$ cat src/rtl/decoder_3to8_reg.sv
// Registered binary-to-one-hot decoder with enable and a valid flag that
// travels alongside the decoded lanes; one clock of latency from i/en to q.
module decoder_3to8_reg #(
    parameter int IN_W           = 3,
    parameter bit OUT_ACTIVE_LOW = 1'b0
) (
    input  logic                 clk,
    input  logic                 rst,
    input  logic                 en,
    input  logic [IN_W-1:0]      i,
    output logic [2**IN_W-1:0]   q,
    output logic                 q_valid
);

    localparam int OUT_W = 2**IN_W;
    localparam logic [OUT_W-1:0] IDLE = OUT_ACTIVE_LOW ? {OUT_W{1'b1}} : {OUT_W{1'b0}};

    // An unknown code matches no lane, so the result falls back to idle.
    function automatic logic [OUT_W-1:0] one_hot(input logic [IN_W-1:0] code);
        logic [OUT_W-1:0] r;
        r = '0;
        for (int k = 0; k < OUT_W; k++) begin
            if (code == IN_W'(k)) begin
                r[k] = 1'b1;
            end
        end
        return r;
    endfunction

    function automatic logic [OUT_W-1:0] apply_polarity(input logic [OUT_W-1:0] v);
        return OUT_ACTIVE_LOW ? ~v : v;
    endfunction

    logic [OUT_W-1:0] dec_p0;
    logic [OUT_W-1:0] q_p1;
    logic             vld_p1;

    // Stage p0: combinational decode of the sampled inputs
    always_comb begin
        dec_p0 = IDLE;
        if (en) begin
            dec_p0 = apply_polarity(one_hot(i));
        end
    end

    // Stage p1: output register; reset forces idle lanes immediately
    always_ff @(posedge clk or negedge rst) begin
        if (!rst) begin
            q_p1   <= IDLE;
            vld_p1 <= 1'b0;
        end else begin
            q_p1   <= dec_p0;
            vld_p1 <= en;
        end
    end

    assign q       = q_p1;
    assign q_valid = vld_p1;

endmodule

$ cat config.mk
export PLATFORM = sky130hd
export DESIGN_NAME = decoder_3to8_reg
export DESIGN_NICKNAME = d
export VERILOG_FILES = /design/src/rtl/decoder_3to8_reg.sv
export SDC_FILE = /design/constraint.sdc
export NUM_CORES = 1
export LEC_CHECK = 0
export ABC_AREA = 1
export CAP_MARGIN = 0
export CORE_AREA = 2 2 39 41
export CTS_BUF_LIST = sky130_fd_sc_hd__clkbuf_8
export CTS_CLUSTER_DIAMETER = 40
export DETAILED_ROUTE_END_ITERATION = 6
export DIE_AREA = 0 0 41 43
export SLEW_MARGIN = 20
export SYNTH_ARGS = -nofsm -noshare
export SYNTH_HDL_FRONTEND = slang
export SYNTH_SLANG_ARGS = --single-unit
$ cat constraint.sdc
create_clock -name clk -period 0.8 [get_ports clk]
set_input_delay 0.2 -clock clk [delete_from_list [all_inputs] [get_ports clk]]
set_output_delay 0.2 -clock clk [all_outputs]
set_load 0.1 [all_outputs]
==> results of run 1 <==
## stage by stage
step | setup TNS [ns] | cell area, um2 | std cells | hold WS [ns] | utilization
after CTS | -2.49 | 638 | 61 | 0.285 | 0.461
after global routing | -2.57 | 656 | 61 | 0.192 | 0.474
after detailed placement | -1.99 | 593 | 57 | 0.528 | 0.429
after floorplan | 0 | 323 | 26 | -0.0956 | -
after global placement | -1.83 | 593 | 57 | 0.527 | 0.429
final | -2.43 | 656 | 61 | 0.195 | 0.474
## worst min path at each step
| stage | endpoint | slack (ns) | cells past startpoint |
|---|---|---|---|
| after floorplan | q[0]$_DFF_PN0_ | -0.1 | 0 |
| after global placement | q_valid$_DFF_PN0_ | 0.53 | 2 |
| after detailed placement | q_valid$_DFF_PN0_ | 0.53 | 2 |
| after CTS | q_valid$_DFF_PN0_ | 0.28 | 2 |
| after global routing | q_valid$_DFF_PN0_ | 0.19 | 1 |
| final | q_valid$_DFF_PN0_ | 0.19 | 1 |
## layout make-up
| class | instances | area (um2) | area share |
|---|---|---|---|
| sequential | 9 | 259 | 0.395 |
| timing repair buffer | 15 | 258 | 0.393 |
| multi-input combinational | 14 | 62.6 | 0.0954 |
| clock buffer | 3 | 41.3 | 0.0630 |
| tap | 16 | 20.0 | 0.0305 |
| inverter | 3 | 11.3 | 0.0172 |
| clock inverter | 1 | 3.75 | 0.00573 |
## layer usage
metal	vias up	share of wire	routed length [um]
met1	108	0.32	179
met4	0	0.051	29
met3	2	0.048	27
met5	-	0	0
li1	112	-	-
met2	10	0.58	327
## timing repair
| action | CTS | global route |
|---|---|---|
| pin swaps | 1 | 1 |
| resized for setup | 0 | 8 |
| hold endpoints to repair | 0 | 0 |
| endpoints found under the setup margin | 10 | 17 |
## cells by family after synthesis
group / after synthesis / share of synthesized area
AND/OR/NAND/NOR: 14 / 0.182
flip-flops: 9 / 0.779
buffers and inverters: 3 / 0.0390
## registers in the layout, summed over array words and instances (netlist names)
register and cells:
q 8, q_valid 1
## cells in the final DEF (no fill, tap or decap)
cell	netlist	final
inv_2	0	1
inv_1	3	3
clkdlybuf4s50_1	0	2
dfrtp_4	0	9
nand2_2	0	3
nor2_1	8	7
clkbuf_8	0	3
nor2_2	0	1
buf_12	0	10
nand2_1	6	3
dlymetal6s2s_1	0	3
## where the power goes
| part | internal, mW | leakage, nW | switching [mW] |
|---|---|---|---|
| clock network | 0.333 | 0.0269 | 0.165 |
| logic | 0.0875 | 0.173 | 0.139 |
| registers | 0.478 | 0.106 | 0.0105 |
| total | 0.898 | 0.305 | 0.314 |
==> impl_metrics.toml, run 1 <==
[status]
status = "finished, violations left"
violations = "setup timing"

[power_and_ir_drop]
p_leak_nw = 0.305
ir_worst_vdd_v = 0.000786
p_total_mw = 1.21
p_per_area_nw_per_um2 = 1850

[floorplan]
start_util = 0.209
coreArea_um2 = 1380
io_pins = 15
die-area_um2 = 1760
dieHeight_um = 43
num_rows = 14
dieWidth_um = 41

[synthesis]
yosys.area.top_type_share = 0.779
avgSynthCellArea_um2 = 11.1
yosys-top-cells-area = "dfrtp_1, nor2_1, nand2_1"
async_flop_share = 1.00
synthFlopType = "dfrtp_1"
synthesis.area_um2 = 289
synth_edf_count = 0
syn-instance-count = 26
synth.distinct_cells = 4
ys_seq_area_frac = 0.779
yosysWarnings = 0
syn_nets = 32
ys_ff_latch = 9
synth_common_cells = "dfrtp_1, nor2_1, nand2_1"
yosys.area.top_type = "dfrtp_1"
yosysMostFrequentCell = "dfrtp_1"

[clock_tree]
numClockSinks = 9
cts_tree = "done"
clkTransAtPathRegs_ns = 0.04
numCtsBuffers = 3
cts_root_buf = "clkbuf_8"
clockBufferDepth = 2
postCtsHoldBufs = 0
cts_max_level = 1
cts_setup_buffers = 0

[routing]
drcViolationCount = 0
antenna_left = 0
vias_per_cell = 3.80
via_count = 232
dr.pass1.iters = 1
drt_iter0_markers = 0
routed_wl_um = 564
avgRoutedWirePerCell_um = 9.25

[setup_path]
crit_chain = "buf_12"
cp_num_cells = 1
path_class = "reg2out"
cp.arrival_ns = 0.87
crit_path_end = "q[0]"
cp-start-kind = "flop"
cp_slowest_cell = "dfrtp_4"
crit_family = "flip-flops"
required_ns = 0.60
path_buf_inv = 1
critPathCaptureType = "output pin"
slowest_delay_ns = 0.47
crit_fanout = 1
startpoint = "q[0]$_DFF_PN0_"

[grt]
gr-total-overflow = 0
met2_usage = 0.109
antenna_found_initial = 0
grt_pass1_vias = 233
grt_usage = 0.0886
grt.busiest_layer = "met4"
grt_use_met3 = 0.0157
grt_pass1_wl_um = 917
grt.met1_usage = 0.0943
grt_max_degree = 10

[place]
pre_cts_ws_ns = -0.234
gp_congestion = 0.758
place.port_buffers = 14

[finish]
fill_cells = 125
drive_gt1_frac = 0.600
diodes = 0
area_delta_synth_final_pct = 127
nNetsFinal = 52

[hold_path]
hold_start = "en"
hold_class = "in2reg"

[timing]
hold_violations = 0
fin_ws_ns = -0.273
min_period_over_period = 1.34
worstMarginPinSlew_ns = 0.166
rsz0062_at_grt = "true"
fin_crit_ns = 1.07
slew_violations = 0
max_slew_margin = 0.889
fmax_mhz = 932
setup_viol_count_final = 9

[job]
maxCapViolations = 0
Power figures use the tool's default switching activity.
==> inputs of run 2 (changes only) <==
--- a/config.mk
+++ b/config.mk
@@ -12,6 +12,7 @@
 export CTS_CLUSTER_DIAMETER = 40
 export DETAILED_ROUTE_END_ITERATION = 6
 export DIE_AREA = 0 0 41 43
+export RECOVER_POWER = 25
 export SLEW_MARGIN = 20
 export SYNTH_ARGS = -nofsm -noshare
 export SYNTH_HDL_FRONTEND = slang
==> run 2 against run 1 <==
Effect of this change: the run still ends with setup timing left; combinational power is 4% lower; via count is 0.86% lower; die area stayed put; critical path depth unchanged; setup slack barely moved; wire length up 0.53%; flip-flop and latch count did not move; clock power about the same; sequential power is essentially flat.
==> impl_metrics.toml, run 2 (synthesis gave the netlist of run 1 again) <==
[job]
maxCapViolations = 0

[timing]
fin_crit_ns = 1.07
setup_viol_count_final = 9
hold_violations = 0
rsz0062_at_grt = "true"
whs_ns = 0.284
fin_ws_ns = -0.273
max_slew_margin = 0.858
worstMarginPinSlew_ns = 0.213
slew_violations = 0
min_period_over_period = 1.34
fmax_mhz = 932
fin_setup_tns_ns = -2.42

[status]
violations = "setup timing"
status = "finished, violations left"

[floorplan]
die-area_um2 = 1760
dieHeight_um = 43
coreArea_um2 = 1380
io_pins = 15
num_rows = 14
start_util = 0.209
dieWidth_um = 41

[setup_path]
crit_fanout = 1
crit_family = "flip-flops"
cp.arrival_ns = 0.87
path_class = "reg2out"
slowest_delay_ns = 0.47
cp-start-kind = "flop"
required_ns = 0.60
path_buf_inv = 1
crit_chain = "buf_12"
critPathCaptureType = "output pin"
cp_slowest_cell = "dfrtp_4"

[clock_tree]
cts_tree = "done"
numClockSinks = 9
cts_root_buf = "clkbuf_8"
clkTransAtPathRegs_ns = 0.04
numCtsBuffers = 3
cts_setup_buffers = 0
clockBufferDepth = 2
cts_max_level = 1

[hold_path]
holdPathStages = 3
hold_start = "i[1]"
hold_path_end = "q[2]$_DFF_PN0_"
hold_class = "in2reg"

[grt]
gr-total-overflow = 0
grt_max_degree = 10
grt_pass1_vias = 233
antenna_found_initial = 0
grt_pass1_wl_um = 917
grt_usage = 0.0886

[routing]
routed_wl_um = 567
drt_iter0_markers = 1
dr.pass1.iters = 2
via_count = 230
drcViolationCount = 0
vias_per_cell = 3.77
avgRoutedWirePerCell_um = 9.30
antenna_left = 0

[place]
gp_congestion = 0.758
placed_area_um2 = 593
pre_cts_ws_ns = -0.234
place.port_buffers = 14
placedCellCount = 57

[finish]
drive_gt1_frac = 0.600
area_delta_synth_final_pct = 121
stdcell_count = 61
nNetsFinal = 52
diodes = 0
largest_reg_flops = 8
final_cell_mix = "buf_12, dfrtp_4, nor2_1"
finalInstanceArea_um2 = 638

[power_and_ir_drop]
p_per_area_nw_per_um2 = 1880
p_leak_nw = 0.291
ir_worst_vdd_v = 0.000783
run 2: layer usage:
metal  GRT usage  routed length (um)  part of all wire
met1      0.0943                 189              0.33
met2       0.109                 320              0.56
met3      0.0157                  27             0.048
met4       0.140                  29             0.051
met5           0                   0                 0
run 2: worst max path at each step:
stage | start | end | slack, ns | cells after the start
3_3_place_gp | i[2] | q[1]$_DFF_PN0_ | -0.21 | 4
4_1_cts | q[0]$_DFF_PN0_ | q[0] | -0.28 | 1
6_report | q[0]$_DFF_PN0_ | q[0] | -0.27 | 1
2_1_floorplan | q[0]$_DFF_PN0_ | q[0] | 0.008 | 0
5_1_grt | q[4]$_DFF_PN0_ | q[4] | -0.29 | 1
3_5_place_dp | en | q[6]$_DFF_PN0_ | -0.23 | 3
run 2: layout make-up:
class	instances	area (um2)
Fill cell	128	746
Sequential cell	9	259
Timing Repair Buffer	15	240
Multi-Input combinational cell	14	62.6
Clock buffer	3	41.3
Tap cell	16	20.0
Inverter	3	11.3
Clock inverter	1	3.75
run 2: through the flow:
step | total power, mW | utilization
global placement | 0.718 | 0.429
detailed placement | 0.721 | 0.429
global route | 1.25 | 0.461
floorplan | 0.606 | -
CTS | 1.22 | 0.461
finish | 1.20 | 0.461
run 2: repair_timing:
action | CTS | global route
endpoints found under the setup margin | 10 | 17
resized for setup | 0 | 8
cloned | 0 | 0
hold buffers | 0 | 0
pin swaps | 1 | 1
run 2: power by group:
part	internal, mW	switching, mW
clock network	0.333	0.164
logic	0.0782	0.138
registers	0.478	0.0105
total	0.889	0.312
==> inputs of run 3 (changes only) <==
--- a/config.mk
+++ b/config.mk
@@ -13,7 +13,6 @@
 export DETAILED_ROUTE_END_ITERATION = 6
 export DIE_AREA = 0 0 41 43
 export RECOVER_POWER = 25
-export SLEW_MARGIN = 20
 export SYNTH_ARGS = -nofsm -noshare
 export SYNTH_HDL_FRONTEND = slang
 export SYNTH_SLANG_ARGS = --single-unit
==> results of run 3 <==
No change in the layout: final DEF, timing and power equal those of run 2.
==> variant (flow settings as in run 3) <==
The parameter `IN_W` goes from 3 to 4.
--- a/src/rtl/decoder_3to8_reg.sv
+++ b/src/rtl/decoder_3to8_reg.sv
@@ -1,7 +1,7 @@
 // Registered binary-to-one-hot decoder with enable and a valid flag that
 // travels alongside the decoded lanes; one clock of latency from i/en to q.
 module decoder_3to8_reg #(
-    parameter int IN_W           = 3,
+    parameter int IN_W           = 4,
     parameter bit OUT_ACTIVE_LOW = 1'b0
 ) (
     input  logic                 clk,
Ports: changed (resized i and q); port bits go from 15 to 24. The function was not compared with the original's and may differ.
==> variant against run 3 <==
The flow still finishes with violations (setup timing). Wire length grew 88%. Setup slack worse by 32 ps. Power grew 48%. Via count up 87%. Maximum frequency is 2.9% lower. Critical path depth did not move. Sequential cell count is 8 higher. Synthesized area grew 95%. Final area up 71%. Largest cell class unchanged.
==> variant: results (changes against run 3) <==
Run status:
- Violations in the final reports: setup timing (unchanged).
- Status: finished with violations (unchanged).

CTS:
- The clock transition time at the flip-flop clock pins of the worst setup and hold paths is 60 ps (was 40 ps).
- The setup fix buffers added after clock tree synthesis is 0 (unchanged).
- The master cell of the clock root buffer is sky130_fd_sc_hd__clkbuf_8 (unchanged).
- The number of CTS-inserted buffers was 3 (unchanged).

Logic synthesis:
- The number of distinct library cells after synthesis came to 6 (was 4).
- The mean cell area of the mapped netlist is 11.49 sq um (was 11.12 sq um).
- The number of warnings printed during yosys synthesis is 0 (unchanged).
- The sequential share of the synthesized area is 75.56% (was 77.92%).
- Commonest cells in the netlist: sky130_fd_sc_hd__dfrtp_1, sky130_fd_sc_hd__nor2_1, sky130_fd_sc_hd__nand2_1 (unchanged).
- Ranking of synthesized cells by area: sky130_fd_sc_hd__dfrtp_1, sky130_fd_sc_hd__nor2_1, sky130_fd_sc_hd__nand2_1, sky130_fd_sc_hd__nand3_1, sky130_fd_sc_hd__nand3_2 (was sky130_fd_sc_hd__dfrtp_1, sky130_fd_sc_hd__nor2_1, sky130_fd_sc_hd__nand2_1, sky130_fd_sc_hd__inv_1).
- The number of nets in the synthesized netlist is 56 (was 32).
- The share of synthesized registers carrying an async set or reset came to 100.0% (unchanged).

Worst setup path:
- The cell with the largest stage delay on the worst path is sky130_fd_sc_hd__dfrtp_4 (unchanged).
- The delay of the slowest critical-path stage is 480 ps.
- The data arrival time of the critical path is 910 ps (was 870 ps).
- The family with the most delay on the worst path is flip-flops (unchanged).

Power and ir drop:
- The leakage component of the power is 0.0004678 uW (was 0.0002908 uW).
- The maximum ir drop on the vdd rail is 0.001607 V (was 0.0007831 V).

GRT:
- The total global-route track usage is 16.49% (was 8.859%).
- The number of global-route vias before repair is 414 (was 233).
- The first-pass GRT wire length was 1794 microns (was 917 microns).
- The initial antenna violation count is 0 (unchanged).
- The maximum number of pins on one net before global-route repair came to 18 (was 10).

Cells and area:
- The number of antenna repair diodes came to 0 (unchanged).
- The number of fill cells in the layout is 94 (was 128).
- The number of flip-flops under the largest register name was 16 (was 8).
- The share of final-layout standard cells stronger than drive strength 1 is 51.95% (was 60.00%).
- The area of all placed cells without fillers came to 1091 sq um (was 638.1 sq um).
- The final net count is 85 (was 52).

Placed design:
- The worst-case setup slack after placement was -393.3 ps (was -233.6 ps).
- The placer congestion estimate is 0.7665 (was 0.7578).
- The number of instances in the placed design was 89 (was 57).
- The total placed instance area came to 1067 sq um (was 593.1 sq um).
- The count of buffers inserted at the top-level ports came to 23 (was 14).

Timing:
- The measured slew at the worst slew-check pin is 397.2 ps (was 212.8 ps).
- The setup slack after layout is -305.5 ps (was -273.0 ps).
- The total setup violations reported at the end of the flow came to 17 (was 9).
- The final total negative setup slack is -5040 ps (was -2425 ps).

Detailed routing:
- The number of vias after detailed routing was 430 (was 230).
- The average wire per cell in the routed design is 11.47 microns (was 9.295 microns).
- The vias per cell was 4.624 (was 3.770).
- The number of DRC markers after the initial detailed-route iteration came to 3 (was 1).

Hold path:
- The worst hold-check path type is in -> async (was in -> reg).
==> variant: cell types whose count changed in the layout (fill, tap and decap cells not counted), sizes merged <==
cell,run 3,this run
dfrtp,9,17
dlygate4sd2,0,5
dlymetal6s2s,2,0
nor2,8,16
buf,9,17
nand3,0,6
clkdlybuf4s25,1,0
dlygate4sd3,1,0
inv,4,5
==> variant: logic make-up after synthesis <==
family	after synthesis	share of synthesized area (%)
AND/OR/NAND/NOR	28	21.78
flip-flops	17	75.56
buffers and inverters	4	2.666
==> variant: path summary, 6_finish.rpt <==
check	from	to	slack, ps	cells after the start
min in group clk	en	q_valid	340	1
worst min-delay path	rst	q[15]	340	2
max in group asynchronous	rst	q[7]	150	2
worst max-delay path	q[3]	q[3]	-310	1
==> variant: power breakdown <==
part	total [uW]	internal (uW)	leakage, uW	switching [uW]
Clock	601	340	0.0000269	261
Combinational	277	90.5	0.000240	186
Sequential	897	884	0.000201	12.8
Total	1770	1310	0.000468	460
==> variant: per-layer routing <==
metal  share of wire (%)  vias to the layer above  GRT usage [%]
met5                   0                        -              0
met4                 1.8                        0          10.00
met3                 7.2                        2          7.853
met2                  54                       17          22.81
met1                  37                      206          20.07
li1                    -                      205              -
==> variant: layout make-up <==
cell class	instances	share of cell area, %
timing repair buffer	24	36.58
multi-input combinational	28	11.24
sequential	17	44.84
inverter	4	1.376
tap	16	1.835
clock buffer	3	3.784
clock inverter	1	0.3440
==> variant: repair_timing <==
action / 4_1_cts / 5_1_grt
setup endpoints to repair: 33 / 17
pin swaps: 2 / 0
gates resized for setup: 5 / 0
